`src/rtl/switch_clock_monitor_if.sv`:
```
// Measurement result bundle produced by switch_clock_monitor.
//   period_count : last measured switch clock period, clk cycles
//   high_count   : last measured high time, clk cycles
//   meas_valid   : one-cycle pulse when period_count/high_count update
//   locked       : enough consecutive in-tolerance measurements seen
//   timeout      : no rising edge seen for the timeout window
// master = the monitor driving results, slave = any consumer.
interface switch_clock_monitor_if #(
    parameter int CNT_W = 20
);
    logic [CNT_W-1:0] period_count;
    logic [CNT_W-1:0] high_count;
    logic             meas_valid;
    logic             locked;
    logic             timeout;

    modport master (
        output period_count,
        output high_count,
        output meas_valid,
        output locked,
        output timeout
    );

    modport slave (
        input period_count,
        input high_count,
        input meas_valid,
        input locked,
        input timeout
    );
endinterface

```
`src/rtl/switch_clock_monitor.sv`:
```
// Receive-side checker for the looped-back switch clock. The pin is
// synchronised into the clk domain, and its period and high time are measured
// in clk cycles. Each completed period is reported, lock is declared after
// LOCK_COUNT consecutive in-tolerance periods, and loss of signal is flagged.
//
// Ports:
//   clk       : system clock
//   rst       : synchronous, active-high reset
//   sw_clk_in : asynchronous looped-back switch clock
//   mon       : result bundle (period_count, high_count, meas_valid,
//               locked, timeout), master side
//
// States:
//   state     | meaning
//   ----------+------------------------------------------------------------
//   WAIT_EDGE | unarmed; the next rise only starts a measurement
//   MEASURE   | armed; each rise closes a period and reports it
module switch_clock_monitor #(
    parameter int CNT_W           = 20,
    parameter int EXPECTED_PERIOD = 48000,
    parameter int EXPECTED_HIGH   = 24000,
    parameter int TOLERANCE       = 48,
    parameter int LOCK_COUNT      = 4,
    parameter int TIMEOUT         = 96000
) (
    input  logic                   clk,
    input  logic                   rst,
    input  logic                   sw_clk_in,
    switch_clock_monitor_if.master mon
);

    localparam int GOOD_W = $clog2(LOCK_COUNT + 1);

    localparam logic [GOOD_W-1:0] LOCK_VAL    = GOOD_W'(LOCK_COUNT);
    localparam logic [CNT_W-1:0]  CNT_MAX     = '1;
    localparam logic [CNT_W-1:0]  CNT_ONE     = CNT_W'(1);
    localparam logic [CNT_W-1:0]  TIMEOUT_VAL = CNT_W'(TIMEOUT);

    // Acceptance windows are held one bit wider than the counters and clamped
    // at zero so that the ordered compare can never wrap.
    localparam logic [CNT_W:0] PERIOD_LO = (EXPECTED_PERIOD > TOLERANCE) ?
                                           (CNT_W+1)'(EXPECTED_PERIOD - TOLERANCE) : '0;
    localparam logic [CNT_W:0] PERIOD_HI = (CNT_W+1)'(EXPECTED_PERIOD + TOLERANCE);
    localparam logic [CNT_W:0] HIGH_LO   = (EXPECTED_HIGH > TOLERANCE) ?
                                           (CNT_W+1)'(EXPECTED_HIGH - TOLERANCE) : '0;
    localparam logic [CNT_W:0] HIGH_HI   = (CNT_W+1)'(EXPECTED_HIGH + TOLERANCE);

    typedef enum logic {
        WAIT_EDGE = 1'b0,
        MEASURE   = 1'b1
    } state_t;

    state_t              state;
    logic                s1;
    logic                s2;
    logic                s3;
    logic [CNT_W-1:0]    cnt;
    logic [CNT_W-1:0]    high_latch;
    logic [GOOD_W-1:0]   good_cnt;
    logic [CNT_W-1:0]    period_q;
    logic [CNT_W-1:0]    high_q;
    logic                meas_valid_q;
    logic                locked_q;
    logic                timeout_q;

    logic                rise;
    logic                fall;
    logic                period_good;
    logic                high_good;
    logic                meas_good;
    logic [GOOD_W-1:0]   good_nxt;

    assign rise = s2 & ~s3;
    assign fall = ~s2 & s3;

    // cnt is the period being closed on a rise cycle; a saturated cnt sits far
    // above PERIOD_HI and is therefore always judged bad.
    assign period_good = ({1'b0, cnt} >= PERIOD_LO) && ({1'b0, cnt} <= PERIOD_HI);
    assign high_good   = ({1'b0, high_latch} >= HIGH_LO) && ({1'b0, high_latch} <= HIGH_HI);
    assign meas_good   = period_good & high_good;

    assign good_nxt = (good_cnt == LOCK_VAL) ? LOCK_VAL : good_cnt + 1'b1;

    always_ff @(posedge clk) begin
        if (rst) begin
            state        <= WAIT_EDGE;
            s1           <= 1'b0;
            s2           <= 1'b0;
            s3           <= 1'b0;
            cnt          <= '0;
            high_latch   <= '0;
            good_cnt     <= '0;
            period_q     <= '0;
            high_q       <= '0;
            meas_valid_q <= 1'b0;
            locked_q     <= 1'b0;
            timeout_q    <= 1'b0;
        end else begin
            s1 <= sw_clk_in;
            s2 <= s1;
            s3 <= s2;

            meas_valid_q <= 1'b0;

            // Elapsed cycles since the last rise; runs in every state.
            if (rise) begin
                cnt <= CNT_ONE;
            end else if (cnt != CNT_MAX) begin
                cnt <= cnt + 1'b1;
            end

            if (fall && state == MEASURE) begin
                high_latch <= cnt;
            end

            if (rise) begin
                // A rise always ends loss of signal; in WAIT_EDGE it only arms.
                timeout_q <= 1'b0;
                if (state == WAIT_EDGE) begin
                    state <= MEASURE;
                end else begin
                    period_q     <= cnt;
                    high_q       <= high_latch;
                    meas_valid_q <= 1'b1;
                    if (meas_good) begin
                        good_cnt <= good_nxt;
                        locked_q <= (good_nxt == LOCK_VAL);
                    end else begin
                        good_cnt <= '0;
                        locked_q <= 1'b0;
                    end
                end
            end else if (cnt == TIMEOUT_VAL) begin
                // Results are kept so the last good reading stays visible.
                timeout_q <= 1'b1;
                locked_q  <= 1'b0;
                good_cnt  <= '0;
                state     <= WAIT_EDGE;
            end
        end
    end

    assign mon.period_count = period_q;
    assign mon.high_count   = high_q;
    assign mon.meas_valid   = meas_valid_q;
    assign mon.locked       = locked_q;
    assign mon.timeout      = timeout_q;

endmodule

```
`src/flat_wrapper.sv`:
```
// flat-port wrapper written by rule: the top's interface ports become plain ports
module switch_clock_monitor_flat 
#(
    parameter int CNT_W           = 20,
    parameter int EXPECTED_PERIOD = 48000,
    parameter int EXPECTED_HIGH   = 24000,
    parameter int TOLERANCE       = 48,
    parameter int LOCK_COUNT      = 4,
    parameter int TIMEOUT         = 96000
)
  (clk, rst, sw_clk_in, mon_period_count, mon_high_count, mon_meas_valid, mon_locked, mon_timeout);
  switch_clock_monitor_if #(.CNT_W(CNT_W)) mon_i ();
  input  logic clk;
  input  logic rst;
  input  logic sw_clk_in;
  output wire logic [$bits(mon_i.period_count)-1:0] mon_period_count;
  output wire logic [$bits(mon_i.high_count)-1:0] mon_high_count;
  output wire logic [$bits(mon_i.meas_valid)-1:0] mon_meas_valid;
  output wire logic [$bits(mon_i.locked)-1:0] mon_locked;
  output wire logic [$bits(mon_i.timeout)-1:0] mon_timeout;
  assign mon_period_count = mon_i.period_count;
  assign mon_high_count = mon_i.high_count;
  assign mon_meas_valid = mon_i.meas_valid;
  assign mon_locked = mon_i.locked;
  assign mon_timeout = mon_i.timeout;
  switch_clock_monitor #(.CNT_W(CNT_W), .EXPECTED_PERIOD(EXPECTED_PERIOD), .EXPECTED_HIGH(EXPECTED_HIGH), .TOLERANCE(TOLERANCE), .LOCK_COUNT(LOCK_COUNT), .TIMEOUT(TIMEOUT)) u_core (.clk(clk), .rst(rst), .sw_clk_in(sw_clk_in), .mon(mon_i));
endmodule
```
`config.mk`:
```
export PLATFORM = sky130hd
export DESIGN_NAME = switch_clock_monitor_flat
export DESIGN_NICKNAME = d
export VERILOG_FILES = /design/src/rtl/switch_clock_monitor_if.sv /design/src/rtl/switch_clock_monitor.sv /design/src/flat_wrapper.sv
export SDC_FILE = /design/constraint.sdc
export NUM_CORES = 1
export LEC_CHECK = 0
export CORE_ASPECT_RATIO = 0.75
export CORE_MARGIN = 2
export CORE_UTILIZATION = 40
export DETAILED_ROUTE_END_ITERATION = 8
export PLACE_DENSITY = 0.58
export SLEW_MARGIN = 20
export SYNTH_ARGS = -nofsm -noshare
export SYNTH_HDL_FRONTEND = slang
export SYNTH_SLANG_ARGS = --single-unit
```
`constraint.sdc`:
```
create_clock -name clk -period 2.6 [get_ports clk]
set_clock_uncertainty 0.1 [all_clocks]
set_input_delay 0.26 -clock clk [delete_from_list [all_inputs] [get_ports clk]]
set_output_delay 0.26 -clock clk [all_outputs]
set_load 0.03 [all_outputs]
```
==> results.cfg, run 1 <==
[sta]
hold_viol = 0
setup_tns_ns = 0
setup_viol = 0
max_freq_ghz = 0.434
timing.final.max_slew_violations = 0
period_minus_slack_ns = 2.30
tightest_slew_ns = 0.811
relSlewSlack_pct = 45.8
rsz0062_at_grt = no
fin_crit_sh_pct = 88.5

[logic_synthesis]
synth_cell_types = 50
synth-xor-area-share_pct = 2.73
synthAdderAreaFrac_pct = 1.30
yosysSeqAreaShare_pct = 46.8
synth_seq_cells = 90
ys.warnings.count = 0
synth-edff-count = 0
ys.flop_type = dfxtp_1
syn-cell-area_sq_um = 3850
synthMuxAreaShare_pct = 0.813
synth_top_family_by_area = simple AND/OR/NAND/NOR gates
syn_nets = 469
yosys-top-cells-area = dfxtp_1, nand2_1, a21oi_1
async_reset_ff_share_pct = 0
synth_compound_area_share_pct = 14.8
yosysTopAreaCell = dfxtp_1
synthSimpleGateAreaFrac_pct = 27.4
synth.avg_cell_area_sq_um = 8.33
synth_top_area_share_pct = 46.8
syn_inst = 462

[die]
start_util_pct = 41.9
io_pins = 46
core_sq_um = 9200
num_rows = 30
dieArea_sq_um = 10400
die-width_um = 117
die_y_um = 89.0

[clock_network]
cts_resized = 0
cts_hold_buf = 0
cts_sinks = 90
cts-root-buf = clkbuf_16
path_clk_slew_ns = 0.07
clk_latency_ns = 0.34
clk_path_buf_depth = 2
cts_buffers = 9
post-cts-setup-buffers = 0
cts_htree_levels = 3
cts_tree = yes

[placement]
port_buffers = 45
hpwl_um = 6400
routabilityCongestion = 0.910
placed_cell_area_sq_um = 4350

[route]
routed_wl_um = 9220
ant_nets = 0
routed_via_density = 5.18
wl_per_cell_um = 14.8
drt_first_pass_iters = 4
via_count = 3230
drt-initial-drc-count = 176
drc = 0

[hold_path]
hold_depth = 2
hp-class = in2reg

[worst_setup_path]
arrival_ns = 2.43
worstPathMaxFanout = 6
r2r_cells = 6
crit_required_ns = 2.73
worstSetupStartpointType = register
path_class = reg2reg
cpMaxStageDelayCell = nor4_1
crit_path_end_kind = register
crit_cells = 6
crit_chain = ha_1, nand3_1, nor4_1, nand2_1, nand4_1, mux2_2
path_buf_inv = 0
max_stage_delay_ns = 0.46
cp_top_family = simple AND/OR/NAND/NOR gates

[run_status]
outcome = complete, no violations

[cells_and_area]
syn_to_final_growth_pct = 22.0
fin_area_sq_um = 4690
n_antenna_cell = 0
fill_cells = 912
fin_util_pct = 51.0
fin_nets = 498
drive_above_1_share_pct = 10.3
multiInputGateArea_sq_um = 1810
regArea_sq_um = 1800

[global_routing]
grt_pass1_vias = 3084
grt_max_degree = 57
grt_pass1_wl_um = 15400
grt_overflow = 0
grt_usage_pct = 19.3
antenna_found_initial = 0

[power]
switching_power_mw = 0.590
ir_drop_mv = 0.382
p_seq_share_pct = 47.5
sw_frac_of_total_pct = 20.1
power_density_nw_per_um2 = 626
internal_power_mw = 2.35
power.leakage_nw = 1.62
clock_power_share_pct = 50.2
power_frac_comb_pct = 2.3

[flow_run]
max_cap_viol_count = 0
-- layout make-up --
class	instances	share of cell area [%]
clock inverter	6	2.40
multi-input combinational	323	38.6
clock buffer	10	4.88
timing repair buffer	59	11.7
sequential	90	38.4
tap	128	3.41
inverter	8	0.640
-- routing by layer --
layer | part of all wire, % | track usage [%] | vias up
met5 | 0 | 0 | -
met4 | 1.4 | 6.31 | 0
met3 | 5.1 | 5.08 | 9
met2 | 41 | 27.8 | 72
met1 | 52 | 28.2 | 1529
li1 | - | - | 1620
-- cells in the final DEF, fill, tap and decap left out, drive strengths merged, types with 5 or more instances in the layout --
cell	instances
a211oi	6
a21oi	67
buf	15
clkbuf	10
clkdlybuf4s50	44
dfxtp	90
inv	9
nand2	130
nand3	5
nand4	9
nor2	24
nor4	6
xnor2	5
xor2	7
-- worst paths after layout --
path,start,endpoint,slack [ns]
max,u_core.cnt[0]$_SDFFE_PP0P_,u_core.cnt[15]$_SDFFE_PP0P_,0.30
min,rst,u_core.s3$_SDFF_PP0_,0.17
max reg2reg,u_core.cnt[0]$_SDFFE_PP0P_,u_core.cnt[15]$_SDFFE_PP0P_,0.30
min reg2reg,u_core.s1$_SDFF_PP0_,u_core.s2$_SDFF_PP0_,0.35
-- power groups by stage --
stage / Sequential (mW) / Clock [mW] / Combinational, mW
2_1_floorplan: 1.42 / 0 / 0.0504
3_3_place_gp: 1.43 / 0 / 0.0683
3_5_place_dp: 1.43 / 0 / 0.0681
4_1_cts: 1.40 / 1.51 / 0.0686
5_1_grt: 1.40 / 1.55 / 0.0759
6_report: 1.40 / 1.48 / 0.0685
-- synth_stat cells (all sizes together) (2+ instances only) --
library cell / count
xnor2: 5
dfxtp: 90
a22o: 4
xor2: 7
nor2: 24
and4: 4
a41oi: 2
nand3: 5
a21oi: 67
nand2b: 2
inv: 8
nand4: 9
o21ai: 3
ha: 4
mux2i: 2
or4: 3
nor2b: 4
a211oi: 6
buf: 17
and3: 3
and2: 2
and4b: 2
nor3: 4
o211ai: 3
o2111ai: 3
nor3b: 3
clkbuf: 24
nor4: 6
nand3b: 3
nand2: 130
nor4b: 4
-- registers in the layout (all words and copies together), names as in the netlist --
| name | count |
|---|---|
| u_core.cnt | 20 |
| u_core.high_latch | 20 |
| u_core.mon.high_count | 20 |
| u_core.mon.period_count | 20 |
| u_core.good_cnt | 3 |
| u_core.mon.locked | 1 |
| u_core.mon.meas_valid | 1 |
| u_core.mon.timeout | 1 |
| u_core.s1 | 1 |
| u_core.s2 | 1 |
| u_core.s3 | 1 |
| u_core.state | 1 |
-- through the flow --
stage | power [mW] | hold WS [ns] | cells | worst slack (ns)
2_1_floorplan | 1.47 | 0.288 | 462 | 0.618
3_3_place_gp | 1.49 | 0.331 | 608 | 0.491
3_5_place_dp | 1.49 | 0.344 | 608 | 0.404
4_1_cts | 2.97 | 0.157 | 624 | 0.398
5_1_grt | 3.02 | 0.187 | 624 | 0.251
6_report | 2.94 | 0.172 | 624 | 0.298
-- cells by family after synthesis --
| family | after synthesis |
|---|---|
| simple gates | 211 |
| compound gates | 93 |
| fa+ha+maj | 4 |
| buf+inv | 49 |
| xor+xnor | 12 |
| flops | 90 |
| mux | 3 |
Note: power is estimated with default switching activity, not from simulation.
==> run 2: changes to the inputs <==
Settings changed: ABC_AREA set to 1, SLEW_MARGIN 20 to 10.
==> run 2 against run 1 <==
  * Critical path type unchanged
  * Register-to-register slack improved by 0.30 ns
  * Hold slack improved by 0.096 ns
  * Worst setup slack better by 0.30 ns
  * Maximum frequency grew 15%
==> results.cfg, run 2 <==
[logic_synthesis]
synthMuxAreaShare_pct = 0
synth_most_common_cell = nand2_1
yosysSeqAreaShare_pct = 46.7
synth_top_family_by_area = simple AND/OR/NAND/NOR gates
synth_top_area_share_pct = 46.7
syn_nets = 533
yosys-top-cells-area = dfxtp_1, nand2_1, a21oi_1
yosysTopAreaCell = dfxtp_1
synthSimpleGateAreaFrac_pct = 27.9
synth_common_cells = nand2_1, dfxtp_1, a21oi_1
async_reset_ff_share_pct = 0
syn_inst = 526
synth-edff-count = 0
synth-xor-area-share_pct = 1.59
syn-cell-area_sq_um = 3850
synthAdderAreaFrac_pct = 1.30
synth_seq_cells = 90
synth_cell_types = 28
synth.avg_cell_area_sq_um = 7.33
synth_compound_area_share_pct = 14.4
ys.warnings.count = 0
ys.flop_type = dfxtp_1

[route]
wl_per_cell_um = 15.1
routed_via_density = 5.06
via_count = 3504
ant_nets = 0
drt-initial-drc-count = 182
drc = 0
routed_wl_um = 10500
drt_first_pass_iters = 5

[clock_network]
cts_htree_levels = 3
cts_hold_buf = 0
post-cts-setup-buffers = 0
cts_tree = yes
clk_path_buf_depth = 2
path_clk_slew_ns = 0.06
clk_latency_ns = 0.34
cts_sinks = 90
cts-root-buf = clkbuf_16
cts_resized = 0
cts_buffers = 9

[hold_path]
hp-class = in2reg

[worst_setup_path]
max_stage_delay_ns = 0.44
critical_path.most_common_cell = nand2_1
crit_chain = ha_1, nand2_1, nor2_4, nand2_4, nor2_1, nand2_1, inv_1, nand2_1, a21oi_1
arrival_ns = 2.16
worstSetupStartpointType = register
worstPathMaxFanout = 11
path_class = reg2reg
cpMaxStageDelayCell = dfxtp_1
crit_path_end_kind = register
crit_required_ns = 2.76

[flow_run]
max_cap_viol_count = 0

[sta]
setup_viol = 0
timing.final.max_slew_violations = 0
period_minus_slack_ns = 2.00
tightest_slew_ns = 0.650
setup_tns_ns = 0
max_freq_ghz = 0.501
fin_crit_sh_pct = 76.8
relSlewSlack_pct = 56.7
rsz0062_at_grt = no
hold_viol = 0

[placement]
routabilityCongestion = 0.933
placed_cell_area_sq_um = 4410
port_buffers = 45
hpwl_um = 7410
dp.cells = 678

[die]
die-width_um = 117
dieArea_sq_um = 10400
die_y_um = 89.0
num_rows = 30
io_pins = 46
core_sq_um = 9200
start_util_pct = 41.9

[global_routing]
grt_max_degree = 50
antenna_found_initial = 0
grt_overflow = 0
grt_pass1_wl_um = 17100
grt_usage_pct = 20.8
grt_pass1_vias = 3355

[cells_and_area]
fin_nets = 568
fin_util_pct = 50.7
syn_to_final_growth_pct = 21.0
n_antenna_cell = 0
layout_commonest_cell = nand2_1
stdcell_count = 693
fin_area_sq_um = 4660
drive_above_1_share_pct = 6.55
final_cell_mix = nand2_1, dfxtp_1, a21oi_1

[power]
power.leakage_nw = 1.80
total_power_mw = 2.64
ir_drop_mv = 0.339
power_density_nw_per_um2 = 566

[run_status]
outcome = complete, no violations
run 2: cell type report:
cell class | instances | area, sq um
clock buffer | 12 | 236
clock inverter | 3 | 17.5
fill | 933 | 4530
inverter | 51 | 191
multi-input combinational | 355 | 1740
sequential | 90 | 1800
tap | 128 | 160
timing repair buffer | 54 | 513
run 2: kinds of logic (layout without fill, tap and decap cells):
family                   Yosys count  after routing
XOR/XNOR                           7              7
flip-flops                        90             90
adder cells (fa/ha/maj)            4              4
AO/OA/AOI/OAI                    109            109
AND/OR/NAND/NOR                  235            235
buffers and inverters             81            120
run 2: power breakdown:
group          switching (mW)  internal, mW  total, mW  leakage (nW)
sequential            0.00968          1.39       1.40         0.726
clock                   0.517         0.640       1.16         0.122
combinational          0.0621        0.0225     0.0847         0.955
run 2: critical path: cells and delay by family, from the launching register on:
| kind | cells | cell delay, ns |
|---|---|---|
| AO/OA/AOI/OAI | 1 | 0.12 |
| adder cells (fa/ha/maj) | 1 | 0.23 |
| buffers and inverters | 1 | 0.22 |
| flip-flops | 1 | 0.44 |
| AND/OR/NAND/NOR | 6 | 0.81 |
run 2: path summary, 6_finish.rpt:
kind              slack [ns]  cells past startpoint                     endpoint                        from
setup / recovery        0.60                      9   u_core.cnt[1]$_SDFFE_PP0P_  u_core.cnt[1]$_SDFFE_PP0P_
hold / removal          0.27                      4  u_core.cnt[19]$_SDFFE_PP0P_                         rst
setup reg to reg        0.60                      9   u_core.cnt[1]$_SDFFE_PP0P_  u_core.cnt[1]$_SDFFE_PP0P_
hold reg to reg         0.31                      2         u_core.s2$_SDFF_PP0_        u_core.s1$_SDFF_PP0_
run 2: metal layers:
| layer | track usage [%] | routed length [um] | up-vias |
|---|---|---|---|
| met4 | 4.38 | 65 | 0 |
| met1 | 29.6 | 5490 | 1637 |
| li1 | - | - | 1777 |
| met5 | 0 | 0 | - |
| met2 | 32.2 | 4400 | 84 |
| met3 | 5.29 | 504 | 6 |
run 2: stage by stage:
stage	hold WS [ns]	setup slack, ns
after detailed placement	0.296	0.654
after CTS	0.246	0.635
final	0.268	0.602
after global placement	0.290	0.733
after floorplan	0.267	0.999
after global routing	0.303	0.480
